## config.mk

```make
export PLATFORM = sky130hd
export DESIGN_NAME = output_port_allocator_flat
export DESIGN_NICKNAME = d
export VERILOG_FILES = /design/src/rtl/output_port_allocator_pkg.sv /design/src/rtl/output_port_allocator_if.sv /design/src/rtl/output_port_allocator_rr_priority_arbiter.sv /design/src/rtl/output_port_allocator.sv /design/src/flat_wrapper.sv
export SDC_FILE = /design/constraint.sdc
export NUM_CORES = 1
export LEC_CHECK = 0
export BUFFER_PORTS_ARGS = -buffer_cell sky130_fd_sc_hd__clkbuf_2
export CAP_MARGIN = 10
export CORE_MARGIN = 3
export CORE_UTILIZATION = 30
export DETAILED_ROUTE_END_ITERATION = 8
export PLACE_DENSITY = 0.59
export SETUP_SLACK_MARGIN = 0.3
export SLEW_MARGIN = 20
export SYNTH_ARGS = -nofsm -noshare
export SYNTH_HDL_FRONTEND = slang
export SYNTH_SLANG_ARGS = --single-unit
```

## constraint.sdc

```tcl
create_clock -name clk -period 5.3 [get_ports clk]
set_clock_uncertainty 0.15 [all_clocks]
set_input_delay 1.06 -clock clk [delete_from_list [all_inputs] [get_ports clk]]
set_output_delay 1.06 -clock clk [all_outputs]
set_load 0.01 [all_outputs]
```

## src/rtl/output_port_allocator_pkg.sv

```systemverilog
// Shared sizes, FSM encodings and helpers for the per-output-port allocator.
package output_port_allocator_pkg;

    localparam int unsigned NUM_IN     = 7;
    localparam int unsigned CREDIT_MAX = 16;
    localparam int unsigned SELW       = 3;
    localparam int unsigned CNTW       = 5;
    localparam int unsigned STALLW     = 8;

    localparam logic [0:0] ALLOC_IDLE   = 1'b0;
    localparam logic [0:0] ALLOC_LOCKED = 1'b1;

    // Round-robin successor of an input index, wrapping NUM_IN-1 -> 0.
    function automatic logic [SELW-1:0] next_idx(input logic [SELW-1:0] i);
        return (i == SELW'(NUM_IN - 1)) ? '0 : i + SELW'(1);
    endfunction

endpackage

```

## src/rtl/output_port_allocator_if.sv

```systemverilog
// Request/grant/credit bundle between the input units and one output-port allocator.
// credit_err exists only when OUT_ALLOC_CREDIT_ERR_EN is defined.
interface output_port_allocator_if;
    import output_port_allocator_pkg::*;

    logic [NUM_IN-1:0] req;
    logic [NUM_IN-1:0] tail;
    logic              credit_in;
    logic [NUM_IN-1:0] grant;
    logic              grant_valid;
    logic [SELW-1:0]   sel;
    logic [CNTW-1:0]   credits;
    logic              locked;
`ifdef OUT_ALLOC_CREDIT_ERR_EN
    logic              credit_err;

    modport master (output req, tail, credit_in,
                    input  grant, grant_valid, sel, credits, locked, credit_err);
    modport slave  (input  req, tail, credit_in,
                    output grant, grant_valid, sel, credits, locked, credit_err);
`else
    modport master (output req, tail, credit_in,
                    input  grant, grant_valid, sel, credits, locked);
    modport slave  (input  req, tail, credit_in,
                    output grant, grant_valid, sel, credits, locked);
`endif

endinterface

```

## src/rtl/output_port_allocator_rr_priority_arbiter.sv

```systemverilog
// Combinational mask-based round-robin pick: lowest requester at or above ptr,
// otherwise lowest requester overall.
module rr_priority_arbiter #(
    parameter int unsigned NUM_IN = 7,
    parameter int unsigned SELW   = $clog2(NUM_IN)
) (
    input  logic [NUM_IN-1:0] req,
    input  logic [SELW-1:0]   ptr,
    output logic [NUM_IN-1:0] gnt,
    output logic [SELW-1:0]   idx,
    output logic              any
);

    logic [NUM_IN-1:0] mask;
    logic [NUM_IN-1:0] masked;
    logic [NUM_IN-1:0] pick;

    always_comb begin
        mask = '0;
        for (int unsigned i = 0; i < NUM_IN; i++) begin
            mask[i] = (SELW'(i) >= ptr);
        end
        masked = req & mask;
        pick   = (|masked) ? masked : req;
        // isolate lowest set bit
        gnt    = pick & (~pick + NUM_IN'(1));
        idx    = '0;
        for (int unsigned i = 0; i < NUM_IN; i++) begin
            if (gnt[i]) idx = SELW'(i);
        end
        any    = |req;
    end

endmodule

```

## src/rtl/output_port_allocator.sv

```systemverilog
// Output-port allocator: round-robin, packet-locked, credit-gated grant to one of NUM_IN inputs.
// Optional OUT_ALLOC_CREDIT_ERR_EN adds a sticky credit_err (credit overflow / locked stall).
module output_port_allocator
    import output_port_allocator_pkg::*;
(
    input  logic                    clk,
    input  logic                    rst,
    output_port_allocator_if.slave  bus
);

    logic [0:0]        state, state_n;
    logic [SELW-1:0]   ptr, ptr_n;
    logic [SELW-1:0]   owner, owner_n;
    logic [CNTW-1:0]   cred, cred_n;

    logic [NUM_IN-1:0] arb_gnt;
    logic [SELW-1:0]   arb_idx;
    logic              arb_any;

    logic [NUM_IN-1:0] gnt_c;
    logic [SELW-1:0]   sel_c;
    logic              gv_c;

    rr_priority_arbiter #(.NUM_IN(NUM_IN), .SELW(SELW)) u_arb (
        .req (bus.req),
        .ptr (ptr),
        .gnt (arb_gnt),
        .idx (arb_idx),
        .any (arb_any)
    );

    // Next-state, grant and credit arithmetic
    always_comb begin
        state_n = state;
        ptr_n   = ptr;
        owner_n = owner;
        gnt_c   = '0;
        sel_c   = '0;
        if (!rst && (cred != '0)) begin
            if (state == ALLOC_LOCKED) begin
                if (bus.req[owner]) begin
                    gnt_c = NUM_IN'(1) << owner;
                    sel_c = owner;
                    if (bus.tail[owner]) begin
                        state_n = ALLOC_IDLE;
                        ptr_n   = next_idx(owner);
                    end
                end
            end else if (arb_any) begin
                gnt_c = arb_gnt;
                sel_c = arb_idx;
                if (bus.tail[arb_idx]) begin
                    ptr_n = next_idx(arb_idx);
                end else begin
                    state_n = ALLOC_LOCKED;
                    owner_n = arb_idx;
                end
            end
        end
        gv_c = |gnt_c;
        cred_n = cred;
        if (bus.credit_in && !gv_c) begin
            cred_n = (cred == CNTW'(CREDIT_MAX)) ? cred : cred + CNTW'(1);
        end else if (!bus.credit_in && gv_c) begin
            cred_n = cred - CNTW'(1);
        end
    end

    always_ff @(posedge clk) begin
        if (rst) begin
            state <= ALLOC_IDLE;
            ptr   <= '0;
            owner <= '0;
            cred  <= CNTW'(CREDIT_MAX);
        end else begin
            state <= state_n;
            ptr   <= ptr_n;
            owner <= owner_n;
            cred  <= cred_n;
        end
    end

`ifdef OUT_ALLOC_CREDIT_ERR_EN
    logic [STALLW-1:0] stall, stall_n;
    logic              err, err_n;

    // Overflow credit or a locked port starved of its owner's flits for 256 cycles
    always_comb begin
        stall_n = '0;
        err_n   = err;
        if (bus.credit_in && !gv_c && (cred == CNTW'(CREDIT_MAX))) err_n = 1'b1;
        if ((state == ALLOC_LOCKED) && !gv_c) begin
            if (stall == {STALLW{1'b1}}) begin
                err_n   = 1'b1;
                stall_n = stall;
            end else begin
                stall_n = stall + STALLW'(1);
            end
        end
    end

    always_ff @(posedge clk) begin
        if (rst) begin
            stall <= '0;
            err   <= 1'b0;
        end else begin
            stall <= stall_n;
            err   <= err_n;
        end
    end

    assign bus.credit_err = err;
`endif

    assign bus.grant       = gnt_c;
    assign bus.grant_valid = gv_c;
    assign bus.sel         = sel_c;
    assign bus.credits     = rst ? CNTW'(CREDIT_MAX) : cred;
    assign bus.locked      = !rst && (state == ALLOC_LOCKED);

endmodule

```

## src/flat_wrapper.sv

```systemverilog
// flat-port wrapper written by rule: the top's interface ports become plain ports
module output_port_allocator_flat import output_port_allocator_pkg::*;
  (clk, rst, bus_req, bus_tail, bus_credit_in, bus_grant, bus_grant_valid, bus_sel, bus_credits, bus_locked);
  output_port_allocator_if bus_i ();
  input  logic clk;
  input  logic rst;
  input wire logic [$bits(bus_i.req)-1:0] bus_req;
  input wire logic [$bits(bus_i.tail)-1:0] bus_tail;
  input wire logic [$bits(bus_i.credit_in)-1:0] bus_credit_in;
  output wire logic [$bits(bus_i.grant)-1:0] bus_grant;
  output wire logic [$bits(bus_i.grant_valid)-1:0] bus_grant_valid;
  output wire logic [$bits(bus_i.sel)-1:0] bus_sel;
  output wire logic [$bits(bus_i.credits)-1:0] bus_credits;
  output wire logic [$bits(bus_i.locked)-1:0] bus_locked;
  assign bus_i.req = bus_req;
  assign bus_i.tail = bus_tail;
  assign bus_i.credit_in = bus_credit_in;
  assign bus_grant = bus_i.grant;
  assign bus_grant_valid = bus_i.grant_valid;
  assign bus_sel = bus_i.sel;
  assign bus_credits = bus_i.credits;
  assign bus_locked = bus_i.locked;
  output_port_allocator u_core (.clk(clk), .rst(rst), .bus(bus_i));
endmodule
```

# Yosys cells after proc, flatten, opt, wreduce, memory -nomap -nowiden
# Cells that the tools add are included.
# totals
reg_bits	12
inputBits	17
elab_cells	84
# op_classes
addsub	5
n_lt_le_gt_ge	9
eq_ne	6
shift	1
n_mux	37
bitwise	5
n_reduce_logical	17
# op_table
cell	n
3-bit two-way mux	16
7-bit two-way mux	5
7-bit OR reduction	3
5-bit two-way mux	4
7-bit AND	2
1-bit binary-select mux with 3-bit select	3
3-bit >= comparator (first input constant)	3
1-bit two-way mux	9
3-bit by 4-bit less-than comparator with 1-bit output (second input constant)	2
7-bit by 1-bit adder with 7-bit output (second input constant)	1
7-bit NOT	1
1-bit by 3-bit << shifter with 7-bit output (first input constant)	1
3-bit by 1-bit adder with 3-bit output (second input constant)	2
3-bit equality test (second input constant)	2
1-bit by 3-bit >= comparator with 1-bit output (first input constant)	2
2-bit by 3-bit >= comparator with 1-bit output (first input constant)	2
2-bit inequality test (second input constant)	3
2-bit nonzero test	3
5-bit by 1-bit adder with 5-bit output (second input constant)	1
5-bit equality test (second input constant)	1
5-bit AND reduction	1
5-bit nonzero test	1
5-bit by 1-bit subtractor with 5-bit output (second input constant)	1
1-bit logical AND	4
other kinds (4)	7

# Depth between registers and ports, before layout
# depth
word_depth	18
mapped_depth	18
mapped_depth_nobuf	16

# By module
# Synthesis repeated with hierarchy kept, for this count alone.
# hier_totals
cells_unflattened	233
area_unflattened_um2	1717.9
# modules_own_cells
module	n_inst	cells_each	area_per_inst_um2	seq_area_each_um2
output_port_allocator	1	165	1283.7	240.2
rr_priority_arbiter	1	68	434.2	0.0

# Worst setup path after synthesis
# No wires, ideal clock.
# synth_path
path_kind	in2reg
startpoint	input port bus_req[6]
endpoint	register u_core.cred[4]
setup_ns	0.078
arrival_ns	4.428
t_required_ns	5.072
setup_slack_ns	0.644
cell_stages	15
n_path_buf	0
cell_sequence	nor2b_1 -> o311a_4 -> o41ai_4 -> a211o_4 -> o31ai_2 -> a311o_1 -> a211oi_4 -> nand2_1 -> ha_1 -> nor2b_1 -> o21ai_0 -> nand2b_1 -> or2_2 -> or2_2 -> a32oi_1
# synth_between
elab_chain_len	14
elab_cells_between_ends	21
cone_classes	add/sub: 1; eq/ne: 1; mux: 8; bitwise: 3; reduce/logical: 8
# synth_lines
element	line	source
from (decl)	flat_wrapper.sv:7	input wire logic [$bits(bus_i.req)-1:0] bus_req;
7-bit AND	output_port_allocator_rr_priority_arbiter.sv:23	masked = req & mask;
7-bit OR reduction	output_port_allocator_rr_priority_arbiter.sv:24	pick = (|masked) ? masked : req;
7-bit two-way mux	output_port_allocator_rr_priority_arbiter.sv:24	
7-bit NOT	output_port_allocator_rr_priority_arbiter.sv:26	gnt = pick & (~pick + NUM_IN'(1));
7-bit by 1-bit adder with 7-bit output	output_port_allocator_rr_priority_arbiter.sv:26	
7-bit AND	output_port_allocator_rr_priority_arbiter.sv:26	
7-bit two-way mux	output_port_allocator.sv:49	end else if (arb_any) begin
7-bit two-way mux *	output_port_allocator.sv:40	if (state == ALLOC_LOCKED) begin
7-bit two-way mux *	output_port_allocator.sv:39	if (!rst && (cred != '0)) begin
via bus_grant[6]	flat_wrapper.sv:10	output wire logic [$bits(bus_i.grant)-1:0] bus_grant;
7-bit OR reduction *	output_port_allocator.sv:60	gv_c = |gnt_c;
1-bit logical NOT	output_port_allocator.sv:62	if (bus.credit_in && !gv_c) begin
1-bit logical AND	output_port_allocator.sv:62	
2-bit inequality test (no source line) or 2-bit nonzero test (tied branches)	n/a	
2-bit AND reduction (no source line)	n/a	
to (signal assigned)	output_port_allocator.sv:74	cred <= CNTW'(CREDIT_MAX);
to (signal assigned)	output_port_allocator.sv:79	cred <= cred_n;
to (decl)	output_port_allocator.sv:14	logic [CNTW-1:0] cred, cred_n;
# The timed path passes the listed nets; every way through them passes the cells marked *. The select of a mux whose other input is x is not followed.
# A chain may end at the register's enable or synchronous reset.

# Worst setup path after layout
# layout_path
startpoint	input port bus_req[6]
endpoint	register u_core.cred[4]
# layout_between
elab_chain_len	14
elab_cells_between_ends	21
cone_classes	add/sub: 1; eq/ne: 1; mux: 8; bitwise: 3; reduce/logical: 8
# layout_lines
element	line
7-bit AND	output_port_allocator_rr_priority_arbiter.sv:23
7-bit OR reduction	output_port_allocator_rr_priority_arbiter.sv:24
7-bit two-way mux	output_port_allocator_rr_priority_arbiter.sv:24
7-bit NOT	output_port_allocator_rr_priority_arbiter.sv:26
7-bit by 1-bit adder with 7-bit output	output_port_allocator_rr_priority_arbiter.sv:26
7-bit AND	output_port_allocator_rr_priority_arbiter.sv:26
7-bit two-way mux	output_port_allocator.sv:49
7-bit two-way mux *	output_port_allocator.sv:40
7-bit two-way mux *	output_port_allocator.sv:39
7-bit OR reduction *	output_port_allocator.sv:60
1-bit logical NOT	output_port_allocator.sv:62
1-bit logical AND	output_port_allocator.sv:62
2-bit inequality test (no source line) or 2-bit nonzero test (tied branches)	n/a
2-bit AND reduction (no source line)	n/a
# Every way passes the cells marked *; elsewhere a longest branch is shown, timed or not. The select of a mux whose other input is x is not followed.

==> results by group <==
Run status
  – Outcome: finished clean

Worst hold path
  – Min-delay src: u_core.cred[3]
  – Depth of the worst hold-timing path: 2
  – Min-delay worst type: register to register
  – Destination of the worst hold path: u_core.cred[3]

Power and ir drop
  – Comb pwr share: between 60% and 70%
  – Clock network fraction of design power: 10.9%
  – Maximum resistive drop on vdd: about 180 µV
  – Ratio of total power to cell area: about 480 nW/µm²
  – Switching component of the power: 0.475 mW
  – Sw Share: approximately half
  – Internal cell power: around 0.46 mW
  – Sequential share of power: 21.8%
  – Static Leak: 0.840 nW
  – Total power consumption of the routed design: 0.939 mW

Global route
  – Antenna violations before repair: 0
  – Vias in the first global route: roughly 1700
  – Wire length of the first global-routing pass: just over 8000 µm
  – Pin count of the biggest net entering global routing: 21
  – Global-route congestion overflow total: 0
  – GRT Resource Usage Total: 15.7%

Placement
  – Dpl cells: ~330
  – Placement-stage cell area: roughly 1900 µm²
  – Placed wire-length estimate after detailed placement: between 3000 and 4000 µm
  – Final weighted congestion in routability-driven placement: approximately 0.9
  – IO buf count: 33
  – Worst slack at placement: 0.426 ns

Timing
  – Relative slew slack: between 50 and 60%
  – Slew of the pin with the lowest slew margin: 0.635 ns
  – Final Max Slew Viols: 0
  – Portion of the clock cycle consumed by the worst path in the final layout: ~87%
  – Hold Fails Final Rpt: 0
  – Final min period: 4.62 ns
  – Max Fclk: ~220 MHz
  – Final setup violation count: 0
  – Final worst-path setup slack: between 0.6 and 0.7 ns
  – Total negative slack for setup checks: 0 ns
  – RSZ-0062 raised after global routing: false

Logic synthesis
  – Number of enable-type register cells in the synthesized netlist: 0
  – Part of the Yosys area used for sequential elements: roughly 14%
  – Most common library cells after synthesis: sky130_fd_sc_hd__a21oi_1 (21), sky130_fd_sc_hd__nor2_1 (20), sky130_fd_sc_hd__inv_1 (18), sky130_fd_sc_hd__nand2_1 (16), sky130_fd_sc_hd__nand2b_1 (15)
  – Most common cell in the netlist: sky130_fd_sc_hd__a21oi_1
  – Synth unique cells: slightly above 60
  – Warning count from the yosys run: 0
  – Proportion of netlist area held by the largest area contributor: between 10% and 20%
  – Cells after Synth: 233
  – Netlist Area Pre-Place: roughly 1700 µm²
  – Top cell type by total area after synthesis: sky130_fd_sc_hd__dfxtp_1
  – Post-Syn Area per Cell: between 7 and 8 µm²
  – Post-synth top flop: sky130_fd_sc_hd__dfxtp_1
  – Share of flip-flops with an asynchronous set or reset after synthesis: 0%
  – Ranking of synthesized cells by area: sky130_fd_sc_hd__dfxtp_1 (14%), sky130_fd_sc_hd__a21oi_1 (6.2%), sky130_fd_sc_hd__nand2b_1 (5.5%), sky130_fd_sc_hd__nor2_1 (4.4%), sky130_fd_sc_hd__inv_1 (4.0%)
  – Post-Syn Nets: ~260
  – Number of storage elements in the synthesis netlist: 12

Clocking
  – Clock-pin slew on the worst setup and hold paths: about 0.050 ns
  – Total number of clock tree sinks: 12
  – Max Buffers Root-to-Sink: 2
  – Root buffer cell: sky130_fd_sc_hd__clkbuf_8
  – Number of buffers added to fix hold violations after cts: 0
  – # H-tree levels: 1
  – Later-pin clock latency in the skew report: about 0.24 ns
  – CTS-repair resized insts: 0
  – Clock buffers created by TritonCTS: 3
  – CTS tree: built
  – Post-CTS repair timing setup buffer count: 0

Setup path
  – Critical-path cell list: clkbuf_2 > nor2b_1 > o311a_4 > o41ai_4 > a211o_4 > nor3_1 > a311o_1 > a211oi_4 > nand2_1 > ha_1 > nor2b_1 > o21ai_0 > nand2b_1 > or2_2 > or2_2 > a32oi_1
  – Startpoint of the worst register-to-register path: u_core.ptr[1]
  – Required @ worst endpoint: around 5.3 ns
  – Worst R2R Path Depth: 15
  – Critical Path Fanout Max: 9
  – Data arrival time of the critical path: approximately 4.6 ns
  – Count of buffering cells on the critical path with inverters included: 1
  – Max stage delay cell, worst path: sky130_fd_sc_hd__o41ai_4
  – FF-to-FF End: u_core.cred[4]
  – Element type at the critical path start: input port
  – Crit path kind: input port to register
  – Crit. End Element: register
  – Delay of the slowest cell on the worst path: 0.46 ns
  – Worst path top cell family by delay: compound AO/OA/AOI/OAI gates
  – Worst-case register-to-register setup slack: 1.00 ns

Layout
  – Fin cells: 330
  – Final cell area excluding filler cells: around 2000 µm²
  – Syn-to-layout area delta: 16.0%
  – Number of filler instances in the final layout: approximately 580
  – Number of diodes: 0
  – Layout net count: about 280
  – Fraction of layout instances using a drive strength above 1: approximately 23%

Detailed routing
  – Top routing layer used: met4
  – DRC violations left: 0
  – Post-route met1 wirelength: 2340 µm
  – Routed wire length: 5050 µm
  – Detail Route met2 WL: 2220 µm
  – Router iterations before antenna repair: 6
  – Met3 WL post-DR: 446 µm
  – Via-per-instance ratio: 5.74
  – Initial detailed-routing violation count: 200
  – Number of antenna-violating nets in the routed design: 0
  – Routed via count: roughly 1900
  – Average wire per standard cell: about 15 µm

Die
  – I/O pin count: 34
  – Die span in y: around 81 µm
  – Overall die width: a little over 80 µm
  – Core ar.: 5270 µm²
  – Starting utilization of the core area: 32.1%
  – Die Area: 6580 µm²
  – # rows: 26

Job
  – # Max-Cap Violations: 0
cells in the final DEF (no fill, tap or decap), types with 2 or more instances in the layout:
master / instances
sky130_fd_sc_hd__clkbuf_2: 33
sky130_fd_sc_hd__a21oi_1: 21
sky130_fd_sc_hd__nor2_1: 20
sky130_fd_sc_hd__inv_1: 18
sky130_fd_sc_hd__nand2_1: 16
sky130_fd_sc_hd__nand2b_1: 15
sky130_fd_sc_hd__dfxtp_1: 12
sky130_fd_sc_hd__o21ai_0: 11
sky130_fd_sc_hd__nor3_1: 9
sky130_fd_sc_hd__nor2b_1: 7
sky130_fd_sc_hd__or2_2: 6
sky130_fd_sc_hd__mux2i_1: 6
sky130_fd_sc_hd__nand3_1: 5
sky130_fd_sc_hd__a31oi_1: 5
sky130_fd_sc_hd__or3_1: 4
sky130_fd_sc_hd__or4_1: 4
sky130_fd_sc_hd__ha_1: 4
sky130_fd_sc_hd__clkbuf_8: 4
sky130_fd_sc_hd__o31ai_1: 3
sky130_fd_sc_hd__a21o_1: 3
sky130_fd_sc_hd__o32ai_1: 3
sky130_fd_sc_hd__nand3b_1: 2
sky130_fd_sc_hd__a221o_1: 2
sky130_fd_sc_hd__a211oi_1: 2
sky130_fd_sc_hd__a311o_1: 2
sky130_fd_sc_hd__mux4_2: 2
sky130_fd_sc_hd__and2_1: 2
sky130_fd_sc_hd__nand4_1: 2
sky130_fd_sc_hd__mux2_2: 2
sky130_fd_sc_hd__xor2_1: 2
sky130_fd_sc_hd__and3_1: 2
sky130_fd_sc_hd__buf_4: 2
power by group through the flow:
stage | clock network (mW) | logic (mW) | registers [mW]
4_1_cts | 0.105 | 0.627 | 0.200
2_1_floorplan | 0 | 0.521 | 0.148
6_report | 0.102 | 0.633 | 0.204
3_3_place_gp | 0 | 0.622 | 0.204
3_5_place_dp | 0 | 0.622 | 0.203
5_1_grt | 0.108 | 0.702 | 0.212
cell families after synthesis:
kind of cell,count (synthesis),share of synthesized area (%)
AOI/OAI and AO/OA,73,34.0
adders and majority gates,5,4.14
muxes,11,8.20
buffers and inverters,31,7.31
xor gates and xnor gates,3,1.55
and+or+nand+nor,98,30.6
DFF,12,14.2
area by class of cell:
cell class,count,area [µm²],area share [%]
well taps,70,87.6,4.46
clock buffers,4,55.1,2.80
multi-input cells,190,1330,67.7
repair buffers,35,180,9.17
inverters,19,71.3,3.63
flip-flops and latches,12,240,12.2
worst register-to-register path: stages, from the launching register on:
cell and delay, ns:
sky130_fd_sc_hd__dfxtp_1 0.67, sky130_fd_sc_hd__nor2b_1 0.12, sky130_fd_sc_hd__o311a_4 0.37, sky130_fd_sc_hd__o41ai_4 0.47
sky130_fd_sc_hd__a211o_4 0.22, sky130_fd_sc_hd__nor3_1 0.07, sky130_fd_sc_hd__a311o_1 0.36, sky130_fd_sc_hd__a211oi_4 0.18
sky130_fd_sc_hd__nand2_1 0.15, sky130_fd_sc_hd__ha_1 0.34, sky130_fd_sc_hd__nor2b_1 0.14, sky130_fd_sc_hd__o21ai_0 0.14
sky130_fd_sc_hd__nand2b_1 0.10, sky130_fd_sc_hd__or2_2 0.29, sky130_fd_sc_hd__or2_2 0.27, sky130_fd_sc_hd__a32oi_1 0.19
per-stage QoR:
step                      utilization (%)  hold WS [ns]
after floorplan                         -         0.350
after global placement               36.2         0.391
after detailed placement             36.2         0.399
after CTS                            37.3         0.410
after global routing                 37.3         0.442
final                                37.3         0.411
flip-flops by register name, indices dropped and copies added (netlist names):
register      flops
u_core.ptr        3
u_core.state      1
u_core.cred       5
u_core.owner      3
per-layer routing:
| layer | up-vias | global-route usage, % |
|---|---|---|
| li1 | 910 | - |
| met2 | 96 | 23.6 |
| met1 | 883 | 22.0 |
| met4 | 0 | 5.41 |
| met5 | - | 0 |
| met3 | 6 | 3.55 |
worst max-delay path by stage:
stage                     slack (ns)  cells past startpoint             end        from
after CTS                       0.68                     16  u_core.cred[4]  bus_req[6]
after floorplan                 0.64                     15  u_core.cred[4]  bus_req[6]
final                           0.68                     16  u_core.cred[4]  bus_req[6]
after global routing            0.40                     16  u_core.cred[4]  bus_req[6]
after global placement          0.55                     16  u_core.cred[4]  bus_req[6]
after detailed placement        0.43                     16  u_core.cred[4]  bus_req[6]
(Power assumes the default switching activity.)
